### config.mk
export PLATFORM = sky130hd
export DESIGN_NAME = gpu_bus_master_flat
export DESIGN_NICKNAME = d
export VERILOG_FILES = /design/src/rtl/gpu_bus_master_if.sv /design/src/rtl/gpu_bus_master.sv /design/src/flat_wrapper.sv
export SDC_FILE = /design/constraint.sdc
export NUM_CORES = 1
export LEC_CHECK = 0
export ABC_AREA = 1
export BUFFER_PORTS_ARGS = -buffer_cell sky130_fd_sc_hd__buf_2
export CORE_MARGIN = 3
export CORE_UTILIZATION = 51
export DETAILED_ROUTE_END_ITERATION = 7
export MAX_ROUTING_LAYER = met4
export PLACE_DENSITY_LB_ADDON = 0.08
export SYNTH_ARGS = -nofsm -noshare
export SYNTH_HDL_FRONTEND = slang
export SYNTH_SLANG_ARGS = --single-unit
### constraint.sdc
create_clock -name CLK100MHz -period 2.15 [get_ports CLK100MHz]
set_input_delay 0.43 -clock CLK100MHz [delete_from_list [all_inputs] [get_ports CLK100MHz]]
set_output_delay 0.43 -clock CLK100MHz [all_outputs]
set_load 0.02 [all_outputs]
### src/rtl/gpu_bus_master_if.sv
// Command/response handshake plus the GPU register bus, bundled for gpu_bus_master.
// The master modport is the bus master's view; the slave modport is the host/GPU side.
interface gpu_bus_master_if;
    logic       cmd_valid;
    logic       cmd_ready;
    logic       cmd_rw;
    logic [2:0] cmd_addr;
    logic [7:0] cmd_wdata;
    logic       rsp_valid;
    logic [7:0] rsp_data;
    logic [2:0] addr;
    logic       rw;
    logic [7:0] data_out;
    logic       data_oe;
    logic [7:0] data_in;
    logic       cs_clock;

    modport master (
        input  cmd_valid, cmd_rw, cmd_addr, cmd_wdata, data_in,
        output cmd_ready, rsp_valid, rsp_data, addr, rw, data_out, data_oe, cs_clock
    );

    modport slave (
        output cmd_valid, cmd_rw, cmd_addr, cmd_wdata, data_in,
        input  cmd_ready, rsp_valid, rsp_data, addr, rw, data_out, data_oe, cs_clock
    );
endinterface

### src/rtl/gpu_bus_master.sv
// GPU register-bus master: IDLE/SETUP/STROBE cycle of HALF clocks per phase, plus irq synchronizer.
// Define GPU_BUS_MASTER_FIFO_EN to put a FIFO_DEPTH-entry command FIFO in front of the FSM.
module gpu_bus_master #(
    parameter int unsigned HALF       = 4,
    parameter int unsigned FIFO_DEPTH = 4
) (
    input  logic               CLK100MHz,
    input  logic               rst,
    gpu_bus_master_if.master   bus,
    input  logic               irq,
    output logic               irq_sync,
    output logic               busy
);
    typedef enum logic [1:0] {IDLE, SETUP, STROBE} state_t;

    state_t      state_q, state_d;
    logic [3:0]  phase_q, phase_d;
    logic [2:0]  addr_q, addr_d;
    logic        rw_q, rw_d;
    logic [7:0]  wdata_q, wdata_d;
    logic        rsp_valid_q, rsp_valid_d;
    logic [7:0]  rsp_data_q, rsp_data_d;
    logic [1:0]  irq_q;
    logic        take;
    logic [11:0] head;
    logic        pending;

    if (HALF < 1 || HALF > 15 || FIFO_DEPTH < 2 || (FIFO_DEPTH & (FIFO_DEPTH - 1)) != 0) begin : g_bad_cfg
        $error("gpu_bus_master: HALF must be 1..15, FIFO_DEPTH a power of two >= 2");
    end

`ifdef GPU_BUS_MASTER_FIFO_EN
    localparam int unsigned AW = $clog2(FIFO_DEPTH);

    logic [11:0]  mem_q [FIFO_DEPTH];
    logic [AW-1:0] wp_q, rp_q;
    logic [AW:0]  cnt_q;
    logic         full, empty, push;

    assign full          = (cnt_q == (AW+1)'(FIFO_DEPTH));
    assign empty         = (cnt_q == '0);
    assign bus.cmd_ready = !full && !rst;
    assign push          = bus.cmd_valid && bus.cmd_ready;
    assign take          = (state_q == IDLE) && !empty;
    assign head          = mem_q[rp_q];
    assign pending       = !empty;

    always_ff @(posedge CLK100MHz) begin
        if (push) mem_q[wp_q] <= {bus.cmd_rw, bus.cmd_addr, bus.cmd_wdata};
    end

    // Pointers are AW bits wide, so wrap-around is the natural overflow.
    always_ff @(posedge CLK100MHz or posedge rst) begin
        if (rst) begin
            wp_q  <= '0;
            rp_q  <= '0;
            cnt_q <= '0;
        end else begin
            if (push) wp_q <= wp_q + 1'b1;
            if (take) rp_q <= rp_q + 1'b1;
            case ({push, take})
                2'b10:   cnt_q <= cnt_q + 1'b1;
                2'b01:   cnt_q <= cnt_q - 1'b1;
                default: cnt_q <= cnt_q;
            endcase
        end
    end
`else
    assign bus.cmd_ready = (state_q == IDLE) && !rst;
    assign take          = bus.cmd_valid && bus.cmd_ready;
    assign head          = {bus.cmd_rw, bus.cmd_addr, bus.cmd_wdata};
    assign pending       = 1'b0;
`endif

    always_ff @(posedge CLK100MHz or posedge rst) begin
        if (rst) begin
            state_q     <= IDLE;
            phase_q     <= '0;
            addr_q      <= '0;
            rw_q        <= 1'b1;
            wdata_q     <= '0;
            rsp_valid_q <= 1'b0;
            rsp_data_q  <= '0;
            irq_q       <= '0;
        end else begin
            state_q     <= state_d;
            phase_q     <= phase_d;
            addr_q      <= addr_d;
            rw_q        <= rw_d;
            wdata_q     <= wdata_d;
            rsp_valid_q <= rsp_valid_d;
            rsp_data_q  <= rsp_data_d;
            irq_q       <= {irq_q[0], irq};
        end
    end

    always_comb begin
        state_d     = state_q;
        phase_d     = phase_q;
        addr_d      = addr_q;
        rw_d        = rw_q;
        wdata_d     = wdata_q;
        rsp_valid_d = 1'b0;
        rsp_data_d  = rsp_data_q;
        case (state_q)
            IDLE: begin
                if (take) begin
                    state_d                = SETUP;
                    phase_d                = '0;
                    {rw_d, addr_d, wdata_d} = head;
                end
            end
            SETUP: begin
                if (phase_q == 4'(HALF - 1)) begin
                    state_d = STROBE;
                    phase_d = '0;
                end else begin
                    phase_d = phase_q + 4'd1;
                end
            end
            STROBE: begin
                if (phase_q == 4'(HALF - 1)) begin
                    state_d = IDLE;
                    phase_d = '0;
                    if (rw_q) begin
                        rsp_valid_d = 1'b1;
                        rsp_data_d  = bus.data_in;
                    end
                end else begin
                    phase_d = phase_q + 4'd1;
                end
            end
            default: state_d = IDLE;
        endcase
    end

    // Strobe and output-enable decode straight from state so reset drops them without an edge.
    assign bus.cs_clock  = (state_q == STROBE);
    assign bus.data_oe   = (state_q == STROBE) && !rw_q;
    assign bus.addr      = addr_q;
    assign bus.rw        = rw_q;
    assign bus.data_out  = wdata_q;
    assign bus.rsp_valid = rsp_valid_q;
    assign bus.rsp_data  = rsp_data_q;
    assign busy          = (state_q != IDLE) || pending;
    assign irq_sync      = irq_q[1];
endmodule

### src/flat_wrapper.sv
// flat-port wrapper written by rule: the top's interface ports become plain ports
module gpu_bus_master_flat 
#(
    parameter int unsigned HALF       = 4,
    parameter int unsigned FIFO_DEPTH = 4
)
  (CLK100MHz, rst, irq, irq_sync, busy, bus_cmd_valid, bus_cmd_rw, bus_cmd_addr, bus_cmd_wdata, bus_data_in, bus_cmd_ready, bus_rsp_valid, bus_rsp_data, bus_addr, bus_rw, bus_data_out, bus_data_oe, bus_cs_clock);
  gpu_bus_master_if bus_i ();
  input  logic CLK100MHz;
  input  logic rst;
  input  logic irq;
  output logic irq_sync;
  output logic busy;
  input wire logic [$bits(bus_i.cmd_valid)-1:0] bus_cmd_valid;
  input wire logic [$bits(bus_i.cmd_rw)-1:0] bus_cmd_rw;
  input wire logic [$bits(bus_i.cmd_addr)-1:0] bus_cmd_addr;
  input wire logic [$bits(bus_i.cmd_wdata)-1:0] bus_cmd_wdata;
  input wire logic [$bits(bus_i.data_in)-1:0] bus_data_in;
  output wire logic [$bits(bus_i.cmd_ready)-1:0] bus_cmd_ready;
  output wire logic [$bits(bus_i.rsp_valid)-1:0] bus_rsp_valid;
  output wire logic [$bits(bus_i.rsp_data)-1:0] bus_rsp_data;
  output wire logic [$bits(bus_i.addr)-1:0] bus_addr;
  output wire logic [$bits(bus_i.rw)-1:0] bus_rw;
  output wire logic [$bits(bus_i.data_out)-1:0] bus_data_out;
  output wire logic [$bits(bus_i.data_oe)-1:0] bus_data_oe;
  output wire logic [$bits(bus_i.cs_clock)-1:0] bus_cs_clock;
  assign bus_i.cmd_valid = bus_cmd_valid;
  assign bus_i.cmd_rw = bus_cmd_rw;
  assign bus_i.cmd_addr = bus_cmd_addr;
  assign bus_i.cmd_wdata = bus_cmd_wdata;
  assign bus_i.data_in = bus_data_in;
  assign bus_cmd_ready = bus_i.cmd_ready;
  assign bus_rsp_valid = bus_i.rsp_valid;
  assign bus_rsp_data = bus_i.rsp_data;
  assign bus_addr = bus_i.addr;
  assign bus_rw = bus_i.rw;
  assign bus_data_out = bus_i.data_out;
  assign bus_data_oe = bus_i.data_oe;
  assign bus_cs_clock = bus_i.cs_clock;
  gpu_bus_master #(.HALF(HALF), .FIFO_DEPTH(FIFO_DEPTH)) u_core (.CLK100MHz(CLK100MHz), .rst(rst), .bus(bus_i), .irq(irq), .irq_sync(irq_sync), .busy(busy));
endmodule
; ---- Yosys cells after proc, flatten, opt, wreduce, memory -nomap -nowiden
; Index checks and enable logic that the tools add are counted.
[word_totals]
regBits = 29
latchBits = 0
ramBits = 0
romBits = 0
inputBits = 24
out_inout_bits = 26
memories = 0
[classes]
add_sub_neg = 1
n_mul = 0
div = 0
n_lt_le_gt_ge = 0
eq_ne = 6
shift = 0
n_mux = 10
bitwise = 0
n_reduce_logical = 13
[op_table]
columns = operator, count
row1 = 4-bit two-way mux, 2
row2 = 4-bit one-hot mux with 2 select lines, 1
row3 = 2-bit two-way mux, 3
row4 = "2-bit by 1-bit inequality test with 1-bit output, second input constant", 3
row5 = 2-bit one-hot mux with 3 select lines, 1
row6 = 3-bit AND reduction, 2
row7 = "4-bit by 1-bit adder with 4-bit output, second input constant", 1
row8 = "4-bit by 2-bit == test with 1-bit output, second input constant", 1
row9 = 2-bit AND reduction, 2
row10 = 2-bit nonzero test, 2
row11 = 1-bit logical AND, 3
row12 = 1-bit two-way mux, 3
row13 = "2-bit by 1-bit == test with 1-bit output, second input constant", 1
row14 = "2-bit == test, second input constant", 1
row15 = 1-bit zero test, 2
row16 = 2-bit zero test, 1
row17 = 2-bit OR reduction, 1

; ---- Depth between registers and ports, before layout
; Gate-level depths: netlist (run 1).
[depth]
ltp_word = 5
mapped_depth = 8

; ---- Worst setup path before layout (run 1)
; No wires, ideal clock.
[synth_timing]
path_kind = input to register
start = input port rst
end = register u_core.addr_q[1], in the netlist u_core.bus.addr[1]
setup_time_ps = 117
t_arrival_ps = 1610
setup_slack_ps = 423
stages = 5
n_path_buf = 1
cell_sequence = inv_1 > nand3_2 > buf_4 > nand2_1 > nand2_1
[synth_via]
elab_chain_cells = 4
[synth_lines]
columns = element, line
row1 = from (decl), flat_wrapper.sv:10  ; input logic rst;
row2 = 1-bit zero test, gpu_bus_master.sv:69  ; assign bus.cmd_ready = (state_q == IDLE) && !rst;
row3 = 1-bit logical AND, gpu_bus_master.sv:69
row4 = 1-bit logical AND, gpu_bus_master.sv:70  ; assign take = bus.cmd_valid && bus.cmd_ready;
row5 = 2-bit AND reduction (no source line), n/a
row6 = to (signal assigned), gpu_bus_master.sv:88  ; addr_q <= addr_d;
row7 = to (decl), gpu_bus_master.sv:18  ; logic [2:0] addr_q, addr_d;
; No other way between the ends.
; A chain may end at the register's enable or synchronous reset.

; ---- Worst setup path after layout (run 1)
[layout_timing]
start = register u_core.state_q[1]
end = output port bus_cmd_ready
[layout_via]
elab_chain_cells = 2
[layout_lines]
columns = element, line
row1 = from (decl), gpu_bus_master.sv:16  ; state_t state_q, state_d;
row2 = from (signal assigned), gpu_bus_master.sv:86  ; state_q <= state_d;
row3 = 2-bit zero test, gpu_bus_master.sv:69
row4 = 1-bit logical AND, gpu_bus_master.sv:69
row5 = to (decl), flat_wrapper.sv:19  ; output wire logic [$bits(bus_i.cmd_ready)-1:0] bus_cmd_ready;
; No other way between the ends.

==> qor.yml, run 1 <==
synth_cell_types: 19
route.detailed.drc: 0
grt.busiest_layer: "met2"
clk_pin_slew_ns: 0.09
dieArea_mm2: 0.003180
syn_avg_cell_area_um2: 8.931
max_freq_mhz: 535.8
synth_mux_area_frac: 0
fin_tns_setup_ns: 0
drt_first_pass_iters: 4
ir_drop_v: 0.001128
fin_hold_ws_ns: 0.09348
met2_usage: 0.3306
period_share: 0.8681
routedWlPerCell_um: 12.41
initial_utilization: 0.5586
ant_nets: 0
gp_congestion: 0.7322
synth_compound_gate_area_share: 0.009662
cts_setup_buffers: 0
fin_skew_ns: 0.006317
diodes: 0
fin_nets: 229
grt_use_total: 0.2086
grt_max_degree: 23
final_cell_mix: "nand2_1 (71), buf_2 (49), dfrtp_1 (28)"
worstPathRequired_ns: 1.72
num_rows: 17
drt-total-wl_um: 2841
drive_gt1_frac: 0.3383
synth_top_family_by_area: "simple AND/OR/NAND/NOR gates"
grt.overflow.total: 0
setup_viol: 0
cap_violations: 0
worstSetupEndpointType: "output pin"
grt_use_met1: 0.2370
grt_pass1_wl_um: 4974
cts_tree: "done"
cellPowerDensity_mw_per_mm2: 1561
power.leakage_nw: 0.9449
post_cts_resized: 0
area_growth_pct: 29.18
hold_viol: 0
synthXorXnorAreaFrac: 0.006763
ys_seq_area_frac: 0.5614
clk_root_buffer_cell: "clkbuf_4"
finalMaxSlewViolations: 0
synth_fa_ha_area_frac: 0.04831
start_kind: "register"
synthSimpleGateAreaFrac: 0.3285
grt_use_met3: 0.08276
dp_hpwl_um: 2173
clkLatencyLatePin_ns: 0.32
die_w_um: 56.39
holdBufCountCts: 0
yosysWarnings: 0
worst_pin_slew_ns: 0.3661
grt_pass1_vias: 1163
critPathMaxFanout: 4
core_mm2: 0.002318
first_iter_violations: 28
synth_nets: 174
io_pins: 50
critPathKind: "reg2out"
portBuffers: 49
nFillCells: 195
slew_headroom: 0.7557
num_vias: 1121
dp.cells: 221
die_y_um: 56.39
status: "complete, no violations"
syn_area_mm2: 0.001295
syn_inst: 145
hold_path.class: "in2async"
rsz0062_at_grt: "false"
cts_max_level: 2
period_needed_ns: 1.866
finalNonFillerCells: 229
cts_made_buffers: 5
antenna_found_initial: 0
via_per_inst: 4.895
final_common_cell: "nand2_1"
synth.ff_latch_count: 29
clockBufferDepth: 2
clock-sinks: 29
cp.arrival_ns: 1.44
[power breakdown]
part | internal (mW) | switching (mW) | total (mW)
Clock | 0.360 | 0.192 | 0.552
Combinational | 0.392 | 0.730 | 1.12
Sequential | 0.775 | 0.163 | 0.939
[registers in the layout, indices dropped and copies added, names as in the netlist]
signal / flops
u_core.irq_q: 2
u_core.state_q: 2
u_core.bus.rsp_valid: 1
u_core.phase_q: 4
u_core.bus.addr: 3
u_core.bus.rsp_data: 8
u_core.bus.data_out: 8
u_core.bus.rw: 1
[per-stage QoR]
stage                 util  cell area (um^2)  setup WS [ns]  power, mW
finish              0.7215              1673         0.2835      2.612
global route        0.7215              1673         0.1304      2.814
CTS                 0.7215              1673         0.2602      2.636
detailed placement  0.6773              1570         0.4258      2.072
global placement    0.6773              1570         0.5127      2.025
floorplan                -              1295         0.4229      1.710
[Yosys cell counts]
| library cell | count | area, um^2 |
|---|---|---|
| xor2_1 | 1 | 8.760 |
| a21boi_0 | 1 | 7.510 |
| nand4_1 | 1 | 6.260 |
| nand3_2 | 1 | 10.01 |
| ha_1 | 5 | 62.56 |
| or2_2 | 1 | 6.260 |
| nand3_1 | 17 | 85.08 |
| nand2_1 | 71 | 266.5 |
| a21oi_1 | 1 | 5.000 |
| inv_1 | 6 | 22.52 |
| buf_2 | 1 | 5.000 |
| dfrtp_1 | 28 | 700.7 |
| nand4_4 | 1 | 21.27 |
| nor2_4 | 2 | 22.52 |
| buf_4 | 2 | 15.01 |
| inv_2 | 2 | 7.510 |
| clkinv_4 | 1 | 8.760 |
| nor2_1 | 2 | 7.510 |
| dfstp_2 | 1 | 26.28 |
[logic make-up (layout without fill, tap and decap cells)]
group / count (synthesis) / after routing
flops: 29 / 29
simple gates: 96 / 96
xor+xnor: 1 / 1
compound gates: 2 / 2
fa+ha+maj: 5 / 5
buf+inv: 12 / 68
[path summary, 6_finish.rpt]
check / endpoint / cells past startpoint / startpoint / slack [ns]
min reg2reg: u_core.irq_q[1] / 0 / u_core.irq_q[0] / 0.36
max in group asynchronous: u_core.bus.rw / 3 / rst / 1.40
max reg2reg: u_core.state_q[1] / 7 / u_core.state_q[1] / 0.60
max: bus_cmd_ready / 5 / u_core.state_q[1] / 0.28
min in group CLK100MHz: u_core.irq_q[0] / 1 / irq / 0.22
min: u_core.bus.data_out[5] / 2 / rst / 0.09
[final cells by class]
cell class / instances / area, um^2 / share of cell area
Sequential cell: 29 / 726.9 / 0.4346
Clock buffer: 5 / 37.54 / 0.02244
Inverter: 9 / 38.79 / 0.02319
Multi-Input combinational cell: 104 / 509.2 / 0.3044
Timing Repair Buffer: 51 / 260.3 / 0.1556
Tap cell: 28 / 35.03 / 0.02094
Clock inverter: 3 / 65.06 / 0.03889
[critical path, stage by stage (launching register included)]
cell and delay (ns):
dfrtp_1 0.42, inv_1 0.12, ha_1 0.23, inv_2 0.09, nor2_4 0.09, buf_2 0.17
[metal layers]
layer  vias up  routed length [um]
met4         0                  27
met3         4                 181
li1        564                   -
met2        38                1440
met1       515                1191
met5         -                   0
(Power assumes the default switching activity.)
==> run 2, diff against run 1 <==
--- a/config.mk
+++ b/config.mk
@@ -5,7 +5,6 @@
 export SDC_FILE = /design/constraint.sdc
 export NUM_CORES = 1
 export LEC_CHECK = 0
-export ABC_AREA = 1
 export BUFFER_PORTS_ARGS = -buffer_cell sky130_fd_sc_hd__buf_2
 export CORE_MARGIN = 3
 export CORE_UTILIZATION = 51
==> run 2 against run 1 <==
Non-clock buffer count decreased by 1; clock skew barely moved; utilization fell by 2.8 points; clock-buffer cell count unchanged; hold slack better by 0.077 ns; total power down 14%; highest routed layer unchanged.
==> qor.yml, run 2 <==
p_sw_uw: 895.4  # was 1.085 mW
worst_pin_slew_ns: 0.3894  # was 0.3661 ns
critPathKind: "reg2out"  # unchanged
first_iter_violations: 9  # was 28
max_freq_mhz: 504.4  # was 535.8 MHz
cts_made_buffers: 5  # unchanged
clockBufferDepth: 2  # unchanged
worstSetupStartpoint: "u_core.state_q[1]"  # unchanged
fin_nets: 170  # was 229
syn_area_mm2: 0.001266  # was 0.001295 mm^2
ff2ff_setup_slack_ns: 0.36  # was 0.60 ns
synth.ff_latch_count: 29  # unchanged
die_w_um: 55.83  # was 56.39 um
setup_viol: 0  # unchanged
ys_seq_area_frac: 0.5741  # was 0.5614
cap_violations: 0  # unchanged
ant_nets: 0  # unchanged
worstSetupEndpointType: "output pin"  # unchanged
netSwitchingFraction: 0.3975  # was 0.4154
start_kind: "register"  # unchanged
seqPwrFrac: 0.394  # was 0.359
grt_pass1_vias: 930  # was 1163
critPathMaxFanout: 8  # was 4
grt.busiest_layer: "met2"  # unchanged
slew_headroom: 0.7404  # was 0.7557
diodes: 0  # unchanged
grt_pass1_wl_um: 4209  # was 4974 um
dp.cells: 162  # was 221
core_mm2: 0.002276  # was 0.002318 mm^2
yosysTopAreaCell: "dfrtp_1"  # unchanged
initial_utilization: 0.5563  # was 0.5586
yosysWarnings: 0  # unchanged
syn_inst: 87  # was 145
drive_gt1_frac: 0.5915  # was 0.3383
dp_hpwl_um: 1759  # was 2173 um
area_growth_pct: 24.70  # was 29.18%
clk_pin_slew_ns: 0.10  # was 0.09 ns
grt_max_degree: 30  # was 23
synth.area.top_cells: "dfrtp_1 (55%), mux2_2 (19%), ha_1 (4.9%), dfstp_2 (2.1%), buf_6 (1.8%)"  # was dfrtp_1 (54%), nand2_1 (21%), nand3_1 (6.6%), ha_1 (4.8%), dfstp_2 (2.0%)
route.detailed.drc: 0  # unchanged
num_rows: 17  # unchanged
holdBufCountCts: 0  # unchanged
reg2reg_from: "u_core.phase_q[0]"  # was u_core.state_q[1]
drt-total-wl_um: 2345  # was 2841 um
synth_cell_types: 27  # was 19
syn_avg_cell_area_um2: 14.55  # was 8.931 um^2
nFillCells: 187  # was 195
synth-edff-count: 0  # unchanged
num_vias: 899  # was 1121
synth_most_common_cell: "dfrtp_1"  # was nand2_1
cts_max_level: 2  # unchanged
portBuffers: 49  # unchanged
period_needed_ns: 1.983  # was 1.866 ns
synth_top_area_share: 0.5534  # was 0.5411
p_int_mw: 1.357  # was 1.527 mW
worstPathRequired_ns: 1.72  # about the same
clk_root_buffer_cell: "clkbuf_4"  # unchanged
netlist_top_cells_count: "dfrtp_1 (28), mux2_2 (21), ha_1 (5), inv_1 (5)"  # was nand2_1 (71), dfrtp_1 (28), nand3_1 (17), inv_1 (6), ha_1 (5)
r2r_cells: 4  # was 7
antenna_found_initial: 0  # unchanged
grt_use_total: 0.1806  # was 0.2086
power.leakage_nw: 0.8521  # was 0.9449 nW
fin_tns_setup_ns: 0  # unchanged
finalNonFillerCells: 170  # was 229
die_y_um: 55.83  # was 56.39 um
post_cts_resized: 0  # unchanged
status: "complete, no violations"  # unchanged
synth_nets: 116  # was 174
final_cell_mix: "buf_2 (49), dfrtp_1 (28), mux2_2 (21)"  # was nand2_1 (71), buf_2 (49), dfrtp_1 (28)
hold_path.class: "in2async"  # unchanged
final_common_cell: "buf_2"  # was nand2_1
p_comb_frac: 0.464  # was 0.429
cts_setup_buffers: 0  # unchanged
dieArea_mm2: 0.003116  # was 0.003180 mm^2
gp_congestion: 0.8546  # was 0.7322
fin_skew_ns: 0.006086  # was 0.006317 ns
clock-sinks: 29  # unchanged
finalMaxSlewViolations: 0  # unchanged
clkPwrFrac: 0.142  # was 0.211
routedWlPerCell_um: 13.79  # was 12.41 um
hold_viol: 0  # unchanged
cts_tree: "done"  # unchanged
ir_drop_v: 0.0009102  # was 0.001128 V
grt_use_met1: 0.2079  # was 0.2370
grt_use_met3: 0.08353  # was 0.08276
clkLatencyLatePin_ns: 0.32  # about the same
rsz0062_at_grt: "false"  # unchanged
via_per_inst: 5.288  # was 4.895
drt_first_pass_iters: 3  # was 4
grt.overflow.total: 0  # unchanged
period_share: 0.9222  # was 0.8681
r2r-end: "u_core.bus.rsp_data[0]"  # was u_core.state_q[1]
cp.arrival_ns: 1.55  # was 1.44 ns
met2_usage: 0.2787  # was 0.3306
ys.flop_type: "dfrtp_1"  # unchanged
synthArstFlopShare: 1.000  # unchanged
io_pins: 50  # unchanged
cellPowerDensity_mw_per_mm2: 1427  # was 1561 mW/mm^2
==> run 2: routing by layer <==
layer	wire length (um)	share of wire	up-vias
met5	0	0	-
met4	37	0.016	0
met3	201	0.086	7
met2	1191	0.51	35
met1	914	0.39	441
li1	-	-	416
==> run 2: layout make-up <==
type	instances	area (um^2)	share of cell area
Tap cell	28	35.03	0.02219
Clock inverter	3	17.52	0.01109
Inverter	5	18.77	0.01189
Timing Repair Buffer	50	252.7	0.1601
Sequential cell	29	726.9	0.4604
Clock buffer	5	37.54	0.02377
Multi-Input combinational cell	50	490.5	0.3106
==> run 2: power by group through the flow <==
stage,registers (mW),logic (mW),clock network (mW)
after floorplan,1.07,0.585,0
after global placement,0.888,1.02,0
after detailed placement,0.895,1.06,0
after CTS,0.888,1.06,0.331
after global routing,0.920,1.14,0.368
final,0.888,1.05,0.319
==> run 2: logic make-up after synthesis <==
group,Yosys count,synth area share
compound gates,9,0.06127
fa+ha+maj,5,0.04941
buf+inv,8,0.03854
flops,29,0.5741
mux,22,0.1986
simple gates,14,0.07807
==> run 2: worst max path at each step <==
stage                                         to  depth (start not counted)
final                              bus_cmd_ready                          4
after global routing               bus_cmd_ready                          4
after detailed placement  u_core.bus.rsp_data[1]                          4
after CTS                          bus_cmd_ready                          4
after floorplan               u_core.bus.addr[1]                          7
after global placement    u_core.bus.rsp_data[3]                          4
==> run 2: stage by stage <==
| step | setup slack (ns) | instance area [um^2] | utilization | total power, mW | hold WS (ns) |
|---|---|---|---|---|---|
| finish | 0.1673 | 1579 | 0.6938 | 2.253 | 0.1706 |
| global route | 0.05840 | 1579 | 0.6938 | 2.433 | 0.1816 |
| CTS | 0.1564 | 1579 | 0.6938 | 2.279 | 0.1799 |
| detailed placement | 0.3364 | 1524 | 0.6696 | 1.956 | 0.3427 |
| global placement | 0.4326 | 1524 | 0.6696 | 1.912 | 0.3323 |
| floorplan | 0.4679 | 1266 | - | 1.653 | 0.3312 |
==> run 2: critical path: stages, from the launching register on <==
cell and delay (ns):
dfrtp_1 0.42, inv_1 0.11, ha_1 0.34, and2b_1 0.20, buf_2 0.17
==> run 3, diff against run 2 <==
--- a/config.mk
+++ b/config.mk
@@ -5,11 +5,11 @@
 export SDC_FILE = /design/constraint.sdc
 export NUM_CORES = 1
 export LEC_CHECK = 0
+export ABC_AREA = 1
 export BUFFER_PORTS_ARGS = -buffer_cell sky130_fd_sc_hd__buf_2
 export CORE_MARGIN = 3
 export CORE_UTILIZATION = 51
 export DETAILED_ROUTE_END_ITERATION = 7
-export MAX_ROUTING_LAYER = met4
 export PLACE_DENSITY_LB_ADDON = 0.08
 export SYNTH_ARGS = -nofsm -noshare
 export SYNTH_HDL_FRONTEND = slang
==> run 3 against run 2 <==
Critical path depth grew 1; utilization increased by 2.8 points; via count grew 24%; sequential power increased by 5.6%; total power up 16%; setup slack better by 0.12 ns; clock-buffer cell count unchanged; clock power increased by 73%; largest power group unchanged; highest routed layer unchanged.
==> qor.yml, run 3 (synthesis results as in run 1) <==
critPathMaxFanout: 4  # was 8
clockBufferDepth: 2  # unchanged
route.detailed.drc: 0  # unchanged
ir_drop_v: 0.001128  # was 0.0009102 V
drt_first_pass_iters: 4  # was 3
slew_headroom: 0.7520  # was 0.7404
power.leakage_nw: 0.9449  # was 0.8521 nW
ff2ff_setup_slack_ns: 0.60  # was 0.36 ns
placed_cell_area_mm2: 0.001570  # was 0.001524 mm^2
fin_hold_ws_ns: 0.09105  # was 0.1706 ns
grt_use_total: 0.2015  # was 0.1806
fin_skew_ns: 0.004110  # was 0.006086 ns
first_iter_violations: 25  # was 9
start_kind: "register"  # unchanged
die_y_um: 56.39  # was 55.83 um
gp_congestion: 0.7236  # was 0.8546
drt-total-wl_um: 2822  # was 2345 um
dp.cells: 221  # was 162
p_int_mw: 1.527  # was 1.357 mW
fin_tns_setup_ns: 0  # unchanged
grt_pass1_wl_um: 4968  # was 4209 um
fin_area_mm2: 0.001673  # was 0.001579 mm^2
clk_root_buffer_cell: "clkbuf_4"  # unchanged
r2r-end: "u_core.state_q[1]"  # was u_core.bus.rsp_data[0]
core_mm2: 0.002318  # was 0.002276 mm^2
hold_path.class: "in2async"  # unchanged
clk_pin_slew_ns: 0.09  # was 0.10 ns
period_share: 0.8672  # was 0.9222
endpoint: "bus_cmd_ready"  # unchanged
seqPwrFrac: 0.359  # was 0.394
fin_nets: 229  # was 170
critPathKind: "reg2out"  # unchanged
post_cts_resized: 0  # unchanged
p_sw_mw: 1.084  # was 895.4 uW
drive_gt1_frac: 0.3383  # was 0.5915
cts_tree: "done"  # unchanged
r2r_cells: 7  # was 4
dp_slack_ns: 0.4258  # was 0.3364 ns
worstPathRequired_ns: 1.72  # about the same
post-route-util: 0.7215  # was 0.6938
p_comb_frac: 0.429  # was 0.464
hold_viol: 0  # unchanged
io_pins: 50  # unchanged
area_growth_pct: 29.18  # was 24.70%
dieArea_mm2: 0.003180  # was 0.003116 mm^2
holdBufCountCts: 0  # unchanged
setup_ws_ns: 0.2855  # was 0.1673 ns
initial_utilization: 0.5586  # was 0.5563
num_vias: 1113  # was 899
worstSetupEndpointType: "output pin"  # unchanged
max_freq_mhz: 536.3  # was 504.4 MHz
worstSetupStartpoint: "u_core.state_q[0]"  # was u_core.state_q[1]
period_needed_ns: 1.864  # was 1.983 ns
dp_hpwl_um: 2173  # was 1759 um
via_per_inst: 4.860  # was 5.288
netSwitchingFraction: 0.4152  # was 0.3975
final_common_cell: "nand2_1"  # was buf_2
cp.arrival_ns: 1.43  # was 1.55 ns
num_rows: 17  # unchanged
finalMaxSlewViolations: 0  # unchanged
cts_setup_buffers: 0  # unchanged
routedWlPerCell_um: 12.32  # was 13.79 um
status: "complete, no violations"  # unchanged
grt_max_degree: 23  # was 30
worst_pin_slew_ns: 0.3716  # was 0.3894 ns
cts_max_level: 2  # unchanged
final_cell_mix: "nand2_1 (71), buf_2 (49), dfrtp_1 (28)"  # was buf_2 (49), dfrtp_1 (28), mux2_2 (21)
rsz0062_at_grt: "false"  # unchanged
die_w_um: 56.39  # was 55.83 um
setup_viol: 0  # unchanged
finalNonFillerCells: 229  # was 170
reg2reg_from: "u_core.state_q[0]"  # was u_core.phase_q[0]
clkPwrFrac: 0.211  # was 0.142
antenna_found_initial: 0  # unchanged
portBuffers: 49  # unchanged
cts_made_buffers: 5  # unchanged
clock-sinks: 29  # unchanged
cap_violations: 0  # unchanged
grt.overflow.total: 0  # unchanged
diodes: 0  # unchanged
ant_nets: 0  # unchanged
clkLatencyLatePin_ns: 0.32  # about the same
grt_pass1_vias: 1165  # was 930
cellPowerDensity_mw_per_mm2: 1561  # was 1427 mW/mm^2
power_mw: 2.611  # was 2.253 mW
run 3: cell count changes in the layout (fill, tap and decap cells not counted), sizes merged, moves of 3 or more:
cell / delta
inv: +3
mux2: -22
nand3: +17
nand2: +69
run 3: power groups by stage:
| stage | clock, mW | combinational [mW] | sequential (mW) |
|---|---|---|---|
| global placement | 0 | 1.09 | 0.936 |
| floorplan | 0 | 0.564 | 1.15 |
| finish | 0.552 | 1.12 | 0.938 |
| CTS | 0.564 | 1.14 | 0.937 |
| global route | 0.590 | 1.25 | 0.971 |
| detailed placement | 0 | 1.13 | 0.945 |
run 3: worst min-delay path by stage:
stage	start	endpoint	slack, ns	depth (start not counted)
2_1_floorplan	u_core.irq_q[0]	u_core.irq_q[1]	0.33	0
3_3_place_gp	u_core.irq_q[0]	u_core.irq_q[1]	0.33	0
3_5_place_dp	u_core.irq_q[0]	u_core.irq_q[1]	0.34	0
4_1_cts	rst	u_core.bus.data_out[5]	0.09	2
5_1_grt	rst	u_core.bus.data_out[5]	0.09	2
6_report	rst	u_core.bus.data_out[5]	0.09	2
run 3: cell type report:
cell class | count | area (um^2)
multi-input cells | 104 | 509.2
flip-flops and latches | 29 | 726.9
clock inverters | 3 | 65.06
well taps | 28 | 35.03
repair buffers | 51 | 260.3
fillers | 195 | 645.6
clock buffers | 5 | 37.54
inverters | 9 | 38.79
run 3: worst max-delay path: stages (launching register included):
cell and delay [ns]:
dfrtp_1 0.41, inv_1 0.12, ha_1 0.23, inv_2 0.09, nor2_4 0.09, buf_2 0.17
run 3: per-layer routing:
metal / global-route usage / vias to the layer above / wire length [um]
met2: 0.3306 / 35 / 1410
met5: 0 / - / 0
met1: 0.2341 / 506 / 1176
met4: 0.1017 / 0 / 57
li1: - / 564 / -
met3: 0.06667 / 8 / 177
